[config.mk]
export PLATFORM = sky130hd
export DESIGN_NAME = iir_dir_pole
export DESIGN_NICKNAME = d
export VERILOG_FILES = /design/src/rtl/iir_pkg.sv /design/src/rtl/iir_pole_coef_bank.sv /design/src/rtl/iir_dir_pole.sv
export SDC_FILE = /design/constraint.sdc
export NUM_CORES = 2
export LEC_CHECK = 0
export ABC_CLOCK_PERIOD_IN_PS = 13700
export CORE_ASPECT_RATIO = 1.5
export CORE_MARGIN = 3
export CORE_UTILIZATION = 27
export CTS_CLUSTER_DIAMETER = 40
export DETAILED_ROUTE_END_ITERATION = 8
export PLACE_DENSITY_LB_ADDON = 0.25
export SLEW_MARGIN = 40
export SYNTH_ARGS = -nofsm -noshare
export SYNTH_HDL_FRONTEND = slang
export SYNTH_HIERARCHICAL = 1
export SYNTH_SLANG_ARGS = --single-unit
[constraint.sdc]
create_clock -name clk -period 13.7 [get_ports clk]
set_input_delay 1.37 -clock clk [delete_from_list [all_inputs] [get_ports clk]]
set_output_delay 1.37 -clock clk [all_outputs]
set_load 0.02 [all_outputs]
[src/rtl/iir_pkg.sv]
// Shared widths, tap count and FSM state encoding for the direct-form pole section.
package iir_pkg;
  localparam int X_W  = 48;          // zero-section sum width
  localparam int Y_W  = 32;          // output / history sample width
  localparam int C_W  = 16;          // pole coefficient width
  localparam int P_W  = C_W + Y_W;   // full multiplier product width
  localparam int TAPS = 7;           // number of feedback taps

  typedef enum logic [1:0] {
    ST_IDLE,
    ST_MAC,
    ST_OUT
  } state_t;
endpackage

[src/rtl/iir_pole_coef_bank.sv]
// Shadow/active coefficient bank: writes land in shadow, active copies at sample acceptance.
module iir_pole_coef_bank
  import iir_pkg::*;
(
  input  logic                  clk,
  input  logic                  rst_n,
  input  logic                  we,
  input  logic [2:0]            addr,
  input  logic signed [C_W-1:0] data,
  input  logic                  latch,
  input  logic [2:0]            sel,
  output logic signed [C_W-1:0] coef
);

  logic signed [C_W-1:0] shadow [TAPS];
  logic signed [C_W-1:0] active [TAPS];

  // Shadow write and active latch; a write coincident with a latch goes straight to active.
  always_ff @(posedge clk or negedge rst_n) begin
    if (!rst_n) begin
      for (int unsigned i = 0; i < TAPS; i++) begin
        shadow[i] <= '0;
        active[i] <= '0;
      end
    end else begin
      for (int unsigned i = 0; i < TAPS; i++) begin
        if (we && addr == 3'(i + 1))
          shadow[i] <= data;
        if (latch)
          active[i] <= (we && addr == 3'(i + 1)) ? data : shadow[i];
      end
    end
  end

  // Active coefficient read for tap index sel (1..7); index 0 reads as zero.
  always_comb begin
    coef = '0;
    for (int unsigned i = 0; i < TAPS; i++)
      if (sel == 3'(i + 1))
        coef = active[i];
  end

endmodule

[src/rtl/iir_dir_pole.sv]
// Direct-form IIR pole section: one shared multiplier walks the 7 feedback taps per sample.
module iir_dir_pole
  import iir_pkg::*;
#(
  parameter int COEF_FRAC = 12,
  parameter int ACC_W     = 56
) (
  input  logic                  clk,
  input  logic                  rst_n,
  input  logic                  in_valid,
  output logic                  in_ready,
  input  logic signed [X_W-1:0] Xin,
  input  logic                  coef_we,
  input  logic [2:0]            coef_addr,
  input  logic signed [C_W-1:0] coef_data,
  input  logic                  clr,
  output logic signed [Y_W-1:0] Yout,
  output logic                  out_valid,
  output logic                  sat_flag
);

  localparam logic signed [ACC_W-1:0] HALF = ACC_W'(1) << (COEF_FRAC - 1);
  localparam logic signed [ACC_W-1:0] YMAX = {{(ACC_W-31){1'b0}}, {31{1'b1}}};
  localparam logic signed [ACC_W-1:0] YMIN = {{(ACC_W-31){1'b1}}, {31{1'b0}}};

  state_t                  state, next;
  logic [2:0]              k;
  logic signed [ACC_W-1:0] acc;
  logic signed [Y_W-1:0]   hist [TAPS];
  logic signed [Y_W-1:0]   hist_sel;
  logic signed [C_W-1:0]   coef;
  logic signed [P_W-1:0]   prod;
  logic signed [ACC_W-1:0] sum, rnd;
  logic                    sat_hi, sat_lo;
  logic signed [Y_W-1:0]   ysat;
  logic                    accept;

  assign in_ready = (state == ST_IDLE);
  assign accept   = in_ready && in_valid && !clr;

  iir_pole_coef_bank u_bank (
    .clk   (clk),
    .rst_n (rst_n),
    .we    (coef_we),
    .addr  (coef_addr),
    .data  (coef_data),
    .latch (accept),
    .sel   (k),
    .coef  (coef)
  );

  // History tap Y[n-k] for the current MAC step.
  always_comb begin
    hist_sel = '0;
    for (int unsigned i = 0; i < TAPS; i++)
      if (k == 3'(i + 1))
        hist_sel = hist[i];
  end

  assign prod   = coef * hist_sel;
  assign sum    = acc + HALF;
  assign rnd    = sum >>> COEF_FRAC;
  assign sat_hi = rnd > YMAX;
  assign sat_lo = rnd < YMIN;
  assign ysat   = sat_hi ? 32'sh7FFF_FFFF : sat_lo ? 32'sh8000_0000 : rnd[Y_W-1:0];

  // State register.
  always_ff @(posedge clk or negedge rst_n) begin
    if (!rst_n) state <= ST_IDLE;
    else        state <= next;
  end

  // Next-state: clr aborts any sample in flight.
  always_comb begin
    next = state;
    unique case (state)
      ST_IDLE: if (accept) next = ST_MAC;
      ST_MAC:  if (clr) next = ST_IDLE; else if (k == 3'd7) next = ST_OUT;
      ST_OUT:  next = ST_IDLE;
      default: next = ST_IDLE;
    endcase
  end

  // Accumulator, tap counter, history, output and saturation flag.
  always_ff @(posedge clk or negedge rst_n) begin
    if (!rst_n) begin
      acc       <= '0;
      k         <= '0;
      Yout      <= '0;
      out_valid <= 1'b0;
      sat_flag  <= 1'b0;
      for (int unsigned i = 0; i < TAPS; i++) hist[i] <= '0;
    end else begin
      out_valid <= 1'b0;
      if (clr) begin
        sat_flag <= 1'b0;
        for (int unsigned i = 0; i < TAPS; i++) hist[i] <= '0;
      end else begin
        unique case (state)
          ST_IDLE: if (in_valid) begin
            acc <= {{(ACC_W-X_W){Xin[X_W-1]}}, Xin};
            k   <= 3'd1;
          end
          ST_MAC: begin
            acc <= acc - {{(ACC_W-P_W){prod[P_W-1]}}, prod};
            k   <= k + 3'd1;
          end
          ST_OUT: begin
            Yout      <= ysat;
            out_valid <= 1'b1;
            if (sat_hi || sat_lo) sat_flag <= 1'b1;
            hist[0] <= ysat;
            for (int unsigned i = 1; i < TAPS; i++) hist[i] <= hist[i-1];
          end
          default: ;
        endcase
      end
    end
  end

endmodule
# Word-level counts from Yosys, hierarchy flattened
# Cells that the tools add are included.
# word_totals
register_bits,543
latch_bits,0
mem_bits_rw,0
romBits,0
input_bits,72
out_inout_bits,35
wordCells,110
n_memories,0
# classes
add_sub_neg,3
mul,1
div,0
magnitude_cmp,2
eq_ne,19
shift,0
muxes,38
bitwise,1
reduce_logical,19
# ops
op,n
$mux W224,2
$mux W32,9
$mux W16,14
$pmux W56 S2,1
$add A56 B13 Y56 const B,1
$mux W56,1
$sub A56 B56 Y56,1
$mul A16 B32 Y48,1
$gt A44 B32 Y1 const B,1
$lt A44 B32 Y1 const B,1
$eq A3 B3 Y1 const B,8
$eq A3 B2 Y1 const B,4
$logic_and A1 B1 Y1,9
$eq A3 B1 Y1 const B,2
$mux W2,3
$pmux W3 S2,1
$reduce_and A2 Y1,3
$reduce_bool A2 Y1,3
$mux W1,5
$pmux W2 S2,1
$add A3 B1 Y3 const B,1
$mux W3,1
$ne A3 B3 Y1 const B,1
$reduce_and A3 Y1,1
other kinds (8),8

# Depth between registers and ports, before layout
# logic_depth
depth_word,11
ltp_mapped,52
ltp_nobuf,47

# By module
# Netlist, hierarchy kept.
# modules_own_cells
module,n_inst,cells_per_inst,area_each_um2,seq_area_each_um2
iir_dir_pole,1,3897,35058.6,7982.7
iir_pole_coef_bank,1,643,9813.2,5605.4

# Worst setup path before layout
# Ideal clock, no wire load.
# synth_path
path_type,flip-flop to flip-flop
startpoint,reg k[0]
endpoint,reg acc[48]
setup_time_ns,0.135
arrival_time_ns,10.414
required_ns,13.565
path_slack_ns,3.151
stages_incl_launch_ff,46
path_buffers,2
synth_period_minus_slack_ns,10.549
path_cell_list,dfrtp_1 inv_1 ha_1 nor3b_1 clkbuf_1 a22oi_1 nor2_1 a21oi_1 o211ai_1 o21ai_0 nor2_1 a21oi_1 o21ai_0 clkbuf_1 nand2_1 fa_1 inv_1 fa_1 [... 10 more ...] a2111oi_2 a21boi_0 a21o_1 a21o_1 a21o_1 a21oi_1 xnor2_1 ha_1 a21o_1 a21o_1 a211oi_1 o211a_1 a31oi_1 o41ai_1 o21bai_1 a311oi_1 a31o_2 nor4_1
# synth_between
elab_chain_cells,11
elab_cells_between_ends,24
classes_between,add/sub: 1; mul: 1; eq/ne: 7; mux: 15
# synth_lines
item,line_no,source
start: declaration,iir_dir_pole.sv:27,logic [2:0] k;
start signal: assignment,iir_dir_pole.sv:106,k <= k + 3'd1;
$eq A3 B1 Y1,"iir_pole_coef_bank.sv:39, iir_dir_pole.sv:56",
$mux W16 or $mux W32 (tied branches) (7 in series),"iir_pole_coef_bank.sv:39, iir_dir_pole.sv:56",
$mul A16 B32 Y48 *,iir_dir_pole.sv:60,assign prod = coef * hist_sel;
$sub A56 B56 Y56 *,iir_dir_pole.sv:105,"acc <= acc - {{(ACC_W-P_W){prod[P_W-1]}}, prod};"
$pmux W56 S2 *,iir_dir_pole.sv:99,unique case (state)
end signal: assignment,iir_dir_pole.sv:101,"acc <= {{(ACC_W-X_W){Xin[X_W-1]}}, Xin};"
end signal: assignment,iir_dir_pole.sv:105,
end: declaration,iir_dir_pole.sv:28,logic signed [ACC_W-1:0] acc;
# Every way passes the cells marked *; elsewhere a longest branch is shown, timed or not.
# A chain may end at the register's enable or synchronous reset.

# Final worst setup path
# layout_path
startpoint,reg k[1]
endpoint,reg acc[48]
# The elaborated chain is that of the path after synthesis.

==> flow_summary.ini <==
[outcome]
outcome = completed

[worst_setup_path]
crit_path_start_kind = flop
cp_slowest_stage_delay_ps = 720
worstPathArrival_ps = 12630
required_ps = 14240
critPathCaptureType = flop
worstReg2RegStart = k[1]
crit_type = flop to flop
crit_path_top_delay_cell = a311oi_1
critPathLaunch = k[1]
cp_max_fo = 40
crit_path_frequent_cell = fa_1

[floorplanning]
io_pins = 107
die_h_um = 505
fp.dieArea_mm2 = 0.171
rows = 182
start_util_pct = 27.3
core_mm2 = 0.165
die_x_um = 339

[detailed_routing]
first_iter_violations = 2003
wirelength_um = 141000
viasPerCell = 4.87
ant_nets = 0
wl_per_cell_um = 20.7
first_pass_iters = 7
vias = 33100
drc = 0

[yosys]
synth_cell_types = 102
yosysWarnings = 6
synthFlopType = dfrtp_1
yosys_register_bits = 543
syn-num-nets = 5267
syn_area_per_cell_um2 = 9.88
syn_area_mm2 = 0.0449
synth_cells = 4540
async_flop_share_pct = 100
synth-edff-count = 0
yosysSeqAreaShare_pct = 30.3

[timing]
slew-limit-headroom_pct = 42.4
worstMarginPinSlew_ps = 864
max_freq_mhz = 82.7
finalHoldViolations = 0
period_needed_ps = 12100
fin_skew_ps = 38.5
rsz0062_at_grt = no
timing.final.crit_share_pct = 88.3
setup_viol = 0
maxSlewViolCount = 0
finalSetupTns_ps = 0

[finish]
fillers = 17200
drive_gt1_share_pct = 11.3
final_cell_mix = 605 x inv_1, 590 x nand2_1, 540 x dfrtp_1, 487 x fa_1, 195 x a22o_1
area_growth_pct = 13.7
mostFrequentLayoutCell = inv_1
regArea_mm2 = 0.0136
utilization_pct = 31.0
nets = 5262
multi_input_area_mm2 = 0.0281

[clocking]
h-tree-depth = 3
holdBufCountCts = 0
cts_tree = done
post_cts_resized = 0
root_buffer = clkbuf_16
clkLatencyLatePin_ps = 670
cts-buffers-inserted = 70
cts_setup_buffers = 0
cts.clk_slew.worst_paths_ps = 60
cts_buffer_depth = 3
cts_num_sinks = 543

[placed_design]
dp_hpwl_um = 105000
portBuffers = 106
routabilityCongestion = 0.866

[global_route]
grt_max_degree = 105
grt_overflow_total = 0
antenna_found_initial = 10
grt_pass1_wl_um = 218000
grt_pass1_vias = 35200
grt_use_total_pct = 16.4

[worst_hold_path]
hold_start = Yout[7]
hold_path_class = flop to flop

[job]
maxCapViolCount = 0
Yosys cell counts (all sizes together) (42+ instances only):
library cell	n	area, um^2
ha	168	2100
nand3	42	220
fa	487	9750
xnor2	67	587
clkbuf	205	790
and2	191	1190
o211ai	52	390
a21oi	171	871
nor2	190	713
dfrtp	543	13600
a21o	63	474
inv	608	2280
mux2	228	2760
xor2	57	499
nand2	592	2220
buf	59	358
a22o	203	1780
o21ai	182	911
a22oi	59	443
layer usage:
layer / up-vias / part of all wire (%) / GRT usage (%) / routed length [um]
met3: 256 / 3.4 / 1.76 / 4840
met4: 12 / 3.7 / 5.95 / 5270
met1: 17300 / 40 / 19.5 / 56500
li1: 14900 / - / - / -
met2: 690 / 53 / 30.3 / 74100
met5: - / 0.054 / 0 / 76
worst paths after layout:
kind / endpoint / slack, ps / cells past startpoint
max: acc[48] / 1600 / 42
min: Yout[7] / 470 / 2
max reg2reg: acc[48] / 1600 / 42
min reg2reg: Yout[7] / 470 / 2
max in group asynchronous: u_bank/shadow[111] / 10390 / 5
min in group asynchronous: hist[113] / 640 / 1
registers in the layout, summed over array words and instances, names as in the netlist:
name           flops
out_valid          1
sat_flag           1
hist             224
u_bank/shadow    112
u_bank/active    112
state              2
k                  3
acc               56
Yout              32
through the flow:
step	area (um^2)	hold slack (ps)	cells	setup slack [ps]
final	51000	475	6802	1600
after global routing	51000	497	6801	777
after CTS	51000	480	6800	1570
after detailed placement	48500	464	6671	1630
after global placement	48300	460	6666	1670
after floorplan	44900	456	4540	3150
kinds of logic after synthesis:
kind of cell | count (synthesis) | share of synthesized area [%]
XOR/XNOR | 124 | 2.42
adder cells (fa/ha/maj) | 655 | 26.4
AND/OR/NAND/NOR | 1223 | 13.1
buffers and inverters | 873 | 7.65
AO/OA/AOI/OAI | 873 | 13.6
flip-flops | 543 | 30.3
multiplexers | 249 | 6.61
worst max-delay path: cells and delay by family, from the launching register on:
family | cells | cell delay [ps]
buffers and inverters | 5 | 990
adder cells (fa/ha/maj) | 10 | 4850
flip-flops | 1 | 600
AO/OA/AOI/OAI | 19 | 4490
AND/OR/NAND/NOR | 8 | 960
cell type report:
class                           count  share of cell area (%)
Clock buffer                       83                    3.65
Antenna cell                        2                 0.00981
Inverter                          609                    4.50
Multi-Input combinational cell   3124                    55.1
Timing Repair Buffer              187                    3.46
Clock inverter                     46                    1.25
Sequential cell                   543                    26.6
Tap cell                         2208                    5.41
Power is not shown: default switching activity piles up to over one toggle a cycle in this logic, so the estimate is an artifact.
